File: src/rtl/u3v_header_gen_if.sv
// Beat stream carried out of u3v_header_gen: registered valid/data/keep/last plus downstream ready.
interface u3v_header_gen_if #(
    parameter int DATA_WD = 32
);
    logic                  o_valid;
    logic [DATA_WD-1:0]    ov_data;
    logic [DATA_WD/32-1:0] ov_keep;
    logic                  o_last;
    logic                  i_ready;

    modport master (output o_valid, ov_data, ov_keep, o_last, input i_ready);
    modport slave  (input o_valid, ov_data, ov_keep, o_last, output i_ready);
endinterface

File: src/rtl/u3v_header_gen.sv
// U3V leader/trailer generator with 32- or 64-bit registered beat output and ready/valid backpressure.
// Trailer path, pending-trailer flag and trailer inputs are built only when U3V_TRAILER_EN is defined.
module u3v_header_gen #(
    parameter int DATA_WD      = 32,
    parameter int SHORT_REG_WD = 16,
    parameter int REG_WD       = 32,
    parameter int LONG_REG_WD  = 64
) (
    input  logic                    clk,
    input  logic                    reset_n,
    input  logic                    i_leader_start,
    input  logic                    i_trailer_start,
    input  logic [REG_WD-1:0]       iv_pixel_format,
    input  logic                    i_chunk_mode_active,
    input  logic [LONG_REG_WD-1:0]  iv_blockid,
    input  logic [LONG_REG_WD-1:0]  iv_timestamp,
    input  logic [SHORT_REG_WD-1:0] iv_size_x,
    input  logic [SHORT_REG_WD-1:0] iv_size_y,
    input  logic [SHORT_REG_WD-1:0] iv_offset_x,
    input  logic [SHORT_REG_WD-1:0] iv_offset_y,
    input  logic [LONG_REG_WD-1:0]  iv_valid_payload_size,
    input  logic [15:0]             iv_status,
    input  logic [REG_WD-1:0]       iv_chunk_layout_id,
    u3v_header_gen_if.master        stream,
    output logic                    o_busy,
    output logic                    o_overrun
);

    localparam int KEEP_WD = DATA_WD / 32;

`ifdef U3V_TRAILER_EN
    typedef enum logic [1:0] {IDLE, LEADER, TRAILER} state_t;
`else
    typedef enum logic [1:0] {IDLE, LEADER} state_t;
`endif

    state_t              state;
    logic [3:0]          idx;
    logic [3:0]          total;
    logic                chunk;
    logic [63:0]         blockid;
    logic [63:0]         timestamp;
    logic [31:0]         pixel_format;
    logic [31:0]         size_x;
    logic [31:0]         size_y;
    logic [31:0]         offset_x;
    logic [31:0]         offset_y;
    logic                valid;
    logic [DATA_WD-1:0]  data;
    logic [KEEP_WD-1:0]  keep;
    logic                last;
    logic                busy;
    logic                overrun;
    logic                xfer;
    logic                done;
    logic                load;
    logic                go_leader;
    logic                overrun_nxt;
    logic                busy_nxt;
    logic [31:0]         lo_word;
    logic [DATA_WD-1:0]  beat_data;
    logic [KEEP_WD-1:0]  beat_keep;
    logic                beat_last;
    logic [3:0]          beat_step;
`ifdef U3V_TRAILER_EN
    logic                pending;
    logic                pending_nxt;
    logic                go_trailer;
    logic [31:0]         status;
    logic [63:0]         payload_size;
    logic [31:0]         layout_id;
`else
    logic                unused_trailer_inputs;
    assign unused_trailer_inputs = ^{i_trailer_start, iv_valid_payload_size, iv_status, iv_chunk_layout_id};
`endif

    // Header word i of the active header, built from the snapshot; indices past the end read as zero.
    function automatic logic [31:0] word_at(input logic [3:0] i);
        logic [31:0] w;
        w = 32'h0;
        if (state == LEADER) begin
            case (i)
                4'd0:    w = 32'h4C563355;
                4'd1:    w = {16'd52, 16'h0};
                4'd2:    w = blockid[31:0];
                4'd3:    w = blockid[63:32];
                4'd4:    w = {1'b0, chunk, 14'h0001, 16'h0};
                4'd5:    w = timestamp[31:0];
                4'd6:    w = timestamp[63:32];
                4'd7:    w = pixel_format;
                4'd8:    w = size_x;
                4'd9:    w = size_y;
                4'd10:   w = offset_x;
                4'd11:   w = offset_y;
                default: w = 32'h0;
            endcase
        end
`ifdef U3V_TRAILER_EN
        else if (state == TRAILER) begin
            case (i)
                4'd0:    w = 32'h54563355;
                4'd1:    w = {(chunk ? 16'd36 : 16'd32), 16'h0};
                4'd2:    w = blockid[31:0];
                4'd3:    w = blockid[63:32];
                4'd4:    w = status;
                4'd5:    w = payload_size[31:0];
                4'd6:    w = payload_size[63:32];
                4'd7:    w = size_y;
                4'd8:    w = chunk ? layout_id : 32'h0;
                default: w = 32'h0;
            endcase
        end
`endif
        return w;
    endfunction

    always_comb begin
        total = 4'd0;
        if (state == LEADER) total = 4'd13;
`ifdef U3V_TRAILER_EN
        else if (state == TRAILER) total = chunk ? 4'd9 : 4'd8;
`endif
        lo_word = word_at(idx);
    end

    generate
        if (DATA_WD == 64) begin : g_wide
            logic [31:0] hi_word;
            always_comb begin
                hi_word   = word_at(idx + 4'd1);
                beat_data = {hi_word, lo_word};
                beat_keep = {((idx + 4'd1) < total), 1'b1};
                beat_last = (idx + 4'd2) >= total;
                beat_step = 4'd2;
            end
        end else begin : g_narrow
            always_comb begin
                beat_data = lo_word;
                beat_keep = 1'b1;
                beat_last = (idx + 4'd1) == total;
                beat_step = 4'd1;
            end
        end
    endgenerate

    // A pending trailer takes priority in IDLE; a leader request arriving then is dropped.
    always_comb begin
        xfer = valid && stream.i_ready;
        done = xfer && last;
        load = (state != IDLE) && (idx < total) && (!valid || stream.i_ready);
`ifdef U3V_TRAILER_EN
        go_trailer  = (state == IDLE) && (pending || (i_trailer_start && !i_leader_start));
        go_leader   = (state == IDLE) && !pending && i_leader_start;
        pending_nxt = pending;
        if (go_trailer) pending_nxt = 1'b0;
        if (i_trailer_start && !pending && !go_trailer) pending_nxt = 1'b1;
        overrun_nxt = (i_leader_start && !go_leader) || (i_trailer_start && pending);
        busy_nxt    = go_leader || go_trailer || ((state != IDLE) && !done) || pending_nxt;
`else
        go_leader   = (state == IDLE) && i_leader_start;
        overrun_nxt = i_leader_start && !go_leader;
        busy_nxt    = go_leader || ((state != IDLE) && !done);
`endif
    end

    always_ff @(posedge clk or negedge reset_n) begin
        if (!reset_n) begin
            state        <= IDLE;
            idx          <= 4'd0;
            chunk        <= 1'b0;
            blockid      <= 64'h0;
            timestamp    <= 64'h0;
            pixel_format <= 32'h0;
            size_x       <= 32'h0;
            size_y       <= 32'h0;
            offset_x     <= 32'h0;
            offset_y     <= 32'h0;
            valid        <= 1'b0;
            data         <= '0;
            keep         <= '0;
            last         <= 1'b0;
            busy         <= 1'b0;
            overrun      <= 1'b0;
`ifdef U3V_TRAILER_EN
            pending      <= 1'b0;
            status       <= 32'h0;
            payload_size <= 64'h0;
            layout_id    <= 32'h0;
`endif
        end else begin
            busy    <= busy_nxt;
            overrun <= overrun_nxt;
`ifdef U3V_TRAILER_EN
            pending <= pending_nxt;
`endif
            if (xfer) valid <= 1'b0;
            if (load) begin
                valid <= 1'b1;
                data  <= beat_data;
                keep  <= beat_keep;
                last  <= beat_last;
                idx   <= idx + beat_step;
            end
            if (done) state <= IDLE;
            if (go_leader) begin
                state        <= LEADER;
                idx          <= 4'd0;
                chunk        <= i_chunk_mode_active;
                blockid      <= 64'(iv_blockid);
                timestamp    <= 64'(iv_timestamp);
                pixel_format <= 32'(iv_pixel_format);
                size_x       <= 32'(iv_size_x);
                size_y       <= 32'(iv_size_y);
                offset_x     <= 32'(iv_offset_x);
                offset_y     <= 32'(iv_offset_y);
            end
`ifdef U3V_TRAILER_EN
            if (go_trailer) begin
                state        <= TRAILER;
                idx          <= 4'd0;
                chunk        <= i_chunk_mode_active;
                blockid      <= 64'(iv_blockid);
                size_y       <= 32'(iv_size_y);
                status       <= 32'(iv_status);
                payload_size <= 64'(iv_valid_payload_size);
                layout_id    <= 32'(iv_chunk_layout_id);
            end
`endif
        end
    end

    assign stream.o_valid = valid;
    assign stream.ov_data = data;
    assign stream.ov_keep = keep;
    assign stream.o_last  = last;
    assign o_busy         = busy;
    assign o_overrun      = overrun;

endmodule
File: src/flat_wrapper.sv
// flat-port wrapper written by rule: the top's interface ports become plain ports
module u3v_header_gen_flat 
#(
    parameter int DATA_WD      = 32,
    parameter int SHORT_REG_WD = 16,
    parameter int REG_WD       = 32,
    parameter int LONG_REG_WD  = 64
)
  (clk, reset_n, i_leader_start, i_trailer_start, iv_pixel_format, i_chunk_mode_active, iv_blockid, iv_timestamp, iv_size_x, iv_size_y, iv_offset_x, iv_offset_y, iv_valid_payload_size, iv_status, iv_chunk_layout_id, o_busy, o_overrun, stream_o_valid, stream_ov_data, stream_ov_keep, stream_o_last, stream_i_ready);
  u3v_header_gen_if #(.DATA_WD(DATA_WD)) stream_i ();
  input  logic clk;
  input  logic reset_n;
  input  logic i_leader_start;
  input  logic i_trailer_start;
  input  logic [REG_WD-1:0] iv_pixel_format;
  input  logic i_chunk_mode_active;
  input  logic [LONG_REG_WD-1:0] iv_blockid;
  input  logic [LONG_REG_WD-1:0] iv_timestamp;
  input  logic [SHORT_REG_WD-1:0] iv_size_x;
  input  logic [SHORT_REG_WD-1:0] iv_size_y;
  input  logic [SHORT_REG_WD-1:0] iv_offset_x;
  input  logic [SHORT_REG_WD-1:0] iv_offset_y;
  input  logic [LONG_REG_WD-1:0] iv_valid_payload_size;
  input  logic [15:0] iv_status;
  input  logic [REG_WD-1:0] iv_chunk_layout_id;
  output logic o_busy;
  output logic o_overrun;
  output wire logic [$bits(stream_i.o_valid)-1:0] stream_o_valid;
  output wire logic [$bits(stream_i.ov_data)-1:0] stream_ov_data;
  output wire logic [$bits(stream_i.ov_keep)-1:0] stream_ov_keep;
  output wire logic [$bits(stream_i.o_last)-1:0] stream_o_last;
  input wire logic [$bits(stream_i.i_ready)-1:0] stream_i_ready;
  assign stream_o_valid = stream_i.o_valid;
  assign stream_ov_data = stream_i.ov_data;
  assign stream_ov_keep = stream_i.ov_keep;
  assign stream_o_last = stream_i.o_last;
  assign stream_i.i_ready = stream_i_ready;
  u3v_header_gen #(.DATA_WD(DATA_WD), .SHORT_REG_WD(SHORT_REG_WD), .REG_WD(REG_WD), .LONG_REG_WD(LONG_REG_WD)) u_core (.clk(clk), .reset_n(reset_n), .i_leader_start(i_leader_start), .i_trailer_start(i_trailer_start), .iv_pixel_format(iv_pixel_format), .i_chunk_mode_active(i_chunk_mode_active), .iv_blockid(iv_blockid), .iv_timestamp(iv_timestamp), .iv_size_x(iv_size_x), .iv_size_y(iv_size_y), .iv_offset_x(iv_offset_x), .iv_offset_y(iv_offset_y), .iv_valid_payload_size(iv_valid_payload_size), .iv_status(iv_status), .iv_chunk_layout_id(iv_chunk_layout_id), .stream(stream_i), .o_busy(o_busy), .o_overrun(o_overrun));
endmodule
File: config.mk
export PLATFORM = sky130hd
export DESIGN_NAME = u3v_header_gen_flat
export DESIGN_NICKNAME = d
export VERILOG_FILES = /design/src/rtl/u3v_header_gen_if.sv /design/src/rtl/u3v_header_gen.sv /design/src/flat_wrapper.sv
export SDC_FILE = /design/constraint.sdc
export NUM_CORES = 1
export LEC_CHECK = 0
export CAP_MARGIN = 20
export CORE_ASPECT_RATIO = 0.75
export CORE_MARGIN = 2
export CORE_UTILIZATION = 24
export DETAILED_ROUTE_END_ITERATION = 8
export GPL_TIMING_DRIVEN = 0
export PLACE_DENSITY = 0.54
export SYNTH_ARGS = -nofsm -noshare
export SYNTH_HDL_FRONTEND = slang
export SYNTH_SLANG_ARGS = --single-unit
File: constraint.sdc
create_clock -name clk -period 2.7 [get_ports clk]
set_clock_uncertainty 0.15 [all_clocks]
set_input_delay 0.27 -clock clk [delete_from_list [all_inputs] [get_ports clk]]
set_output_delay 0.27 -clock clk [all_outputs]
set_load 0.01 [all_outputs]
==> metrics <==
status completed; peak supply drop 0.603 mV; GRT Residual Overflow 0; Critical Path AT ~3.0 ns; pre-CTS worst setup slack -0.527 ns; fmax approximately 380 MHz; Int Power 11.4 mW; crit-path max FO 10; Post-Syn Instances 1337; synthesized area between 10000 and 15000 um^2; PD cells 1150 nW/um^2; TritonCTS buffer count 31; post-synthesis mux area share 2.42%; Reg power frac a little under two fifths; post-synthesis adder-cell area fraction less than 1%; clock-pin transition on the worst setup and hold timing paths roughly 0.060 ns; Remaining DRCs 0; first-pass GRT wire length 75.5 mm; required time of the worst setup path between 3 and 4 ns; GRT Total Usage about a fifth; Hold/Removal Path Class input port to register; combinational group share of total power around 40%; static leakage power between 7 and 8 nW; Syn Area/Cell 8.90 um^2; CP startpoint kind register; Crit Path Category register to register; first-pass detailed-route iteration total 6; drt wl/cell about 23 um; Compound-Gate Fraction of Synth Area a little under an eighth; Placement Rows 70; die height between 150 and 200 um; initial antenna violation count 9; Fin. Hold Viols 0; setup violators final 0; async set-reset flop share out of synthesis 100%; Hold Path Stages 3; port bufs ~270; Initial Utilization roughly a quarter; TritonCTS clock tree yes; EDFF count, synth 0; Vias/cell 4.78; vias in the first global route about 11000; I/O Pins around 380; Tot Pwr 19.2 mW; drt total wl approximately 52 mm; clock share of power 23.6%; worst slew pin tran 0.882 ns; FF-to-FF path depth 8; nets roughly 2000; chip width about 260 um; H-tree depth 1; register area share after synthesis ~56%; pin count of the biggest net entering global routing 104; slew margin rel. between 40 and 50%; vias around 11000; MaxCap Viol Count 0; global placer's final weighted congestion about 0.88; post-synthesis simple-gate area fraction roughly a quarter; Synth Net Count around 1700; Tcrit/Tclk final a little over nine tenths; hold_ws around 0.065 ns; Post-Synth XOR/XNOR Area 0%; worst-skew pair later-pin latency about 0.58 ns; largest family of logic cells by synthesized area simple AND/OR/NAND/NOR gates; share of layout cells above drive strength 1 ~7.9%; prevailing post-synth register cell dfrtp_1; Setup WS post-layout 0.0345 ns; CP Capture Type register; Routed Antenna Nets 0; Tmin final between 2 and 3 ns; total clock sinks 267; #FFs+latches synth between 200 and 300; 1st-iter DRT viols roughly 990; Slew Limit Fails 0; die area 51400 um^2; CTS max path bufs 3; HPWL after DPL just under 40 mm; CORE AREA between 40000 and 50000 um^2; post-synth cell types 54; Root Buffer clkbuf_16; sw power about 7.8 mW; Sw Ratio around 41%; synth warn 0; Synth-to-Final Area Change 39.8%; RSZ-0062 raised after global routing no
-- worst max-delay path, stage by stage (launching register included) --
cell,delay [ns]
dfrtp_2,0.45
inv_1,0.15
ha_1,0.17
buf_2,0.20
buf_4,0.27
clkbuf_2,0.40
a21oi_1,0.11
o21ai_0,0.46
a32o_1,0.24
-- layer usage --
| metal | global-route usage (%) | wire length [um] | share of wire [%] | vias to the layer above |
|---|---|---|---|---|
| met5 | 0 | 50 | 0.095 | - |
| met4 | 5.74 | 1320 | 2.5 | 8 |
| met3 | 5.94 | 4670 | 8.9 | 75 |
| met2 | 29.3 | 22400 | 43 | 449 |
| met1 | 28.8 | 23900 | 46 | 5498 |
| li1 | - | - | - | 5053 |
-- cells by family after synthesis --
family / count (synthesis)
flip-flops: 267
buffers and inverters: 103
AND/OR/NAND/NOR: 755
multiplexers: 27
adder cells (fa/ha/maj): 7
AO/OA/AOI/OAI: 178
-- cells in the mapped netlist (3+ instances only) --
cell type,n,area (um^2)
a31oi_1,7,43.8
buf_2,29,145
dfrtp_1,267,6680
a311oi_1,3,26.3
nor2b_1,8,50.1
inv_1,7,26.3
a2111oi_0,6,52.6
o21ai_0,12,60.1
o211ai_1,3,22.5
ha_1,7,87.6
nand3b_1,8,60.1
nand3_1,21,105
a41oi_1,4,35.0
o221ai_1,4,35.0
a21oi_1,22,110
a32o_1,4,40.0
nand2_1,688,2580
mux2_2,10,113
buf_4,5,37.5
nor2_1,10,37.5
a221o_1,3,30.0
a222oi_1,9,90.1
a22o_1,8,70.1
clkbuf_1,58,218
o31ai_1,4,30.0
a221oi_1,20,175
o2bb2ai_1,31,272
mux2i_1,16,160
nand2b_1,9,56.3
a211oi_1,3,22.5
a22oi_1,22,165
-- per-stage QoR --
stage	setup TNS (ns)	utilization [%]	cells	area [um^2]
floorplan	0	-	1337	11900
detailed placement	-25.70	31.6	2252	15400
CTS	0	33.8	2310	16500
global placement	-2813.34	31.4	2250	15400
global route	0	34.0	2318	16600
finish	0	34.0	2319	16600
-- worst paths after layout --
path / from / to / slack (ns)
min reg2reg: u_core.blockid[6] / u_core.blockid[6] / 0.32
max: u_core.idx[1] / u_core.stream.ov_data[18] / 0.03
max in group asynchronous: reset_n / u_core.timestamp[50] / 1.22
min in group asynchronous: reset_n / u_core.offset_y[5] / 0.16
min: iv_offset_y[9] / u_core.offset_y[9] / 0.07
max reg2reg: u_core.idx[1] / u_core.stream.ov_data[18] / 0.03
-- power by group through the flow --
stage          sequential [mW]  combinational [mW]  clock, mW
6_report                  7.09                7.56       4.52
5_1_grt                   7.28                8.24       4.73
4_1_cts                   7.05                7.35       4.55
3_5_place_dp              7.09                7.29          0
3_3_place_gp              7.08                7.19          0
2_1_floorplan             6.68                4.22          0
-- cell usage in the layout (no fill, tap or decap), types with 15 or more instances in the layout --
master	n
dfrtp_1	264
clkbuf_16	31
mux2i_1	15
clkbuf_1	52
a22oi_1	22
o2bb2ai_1	31
nand3_1	21
a221oi_1	20
a21oi_1	22
clkdlybuf4s50_1	264
buf_2	26
nand2_1	688
-- what timing repair did --
action | CTS | global route
setup buffers | 0 | 4
endpoints found under the setup margin | 39 | 25
hold buffers | 1 | 0
resized for setup | 11 | 23
pin swaps | 1 | 5
hold endpoints to repair | 96 | 0
-- registers in the layout, indices dropped and copies added (netlist names) --
signal,count
u_core.stream.o_valid,1
u_core.offset_y,16
u_core.stream.ov_data,32
u_core.o_overrun,1
u_core.o_busy,1
u_core.size_x,16
u_core.size_y,16
u_core.pixel_format,32
u_core.offset_x,16
u_core.state,1
u_core.idx,4
u_core.blockid,64
u_core.chunk,1
u_core.stream.ov_keep,1
u_core.stream.o_last,1
u_core.timestamp,64
-- final cells by class --
cell class / instances / area (um^2)
Multi-Input combinational cell: 967 / 4790
Antenna cell: 5 / 12.5
Clock buffer: 42 / 877
Clock inverter: 15 / 210
Tap cell: 648 / 811
Buffer: 96 / 465
Inverter: 7 / 26.3
Fill cell: 5099 / 32200
Sequential cell: 267 / 6690
Timing Repair Buffer: 272 / 2750
Note: power is estimated with default switching activity, not from simulation.
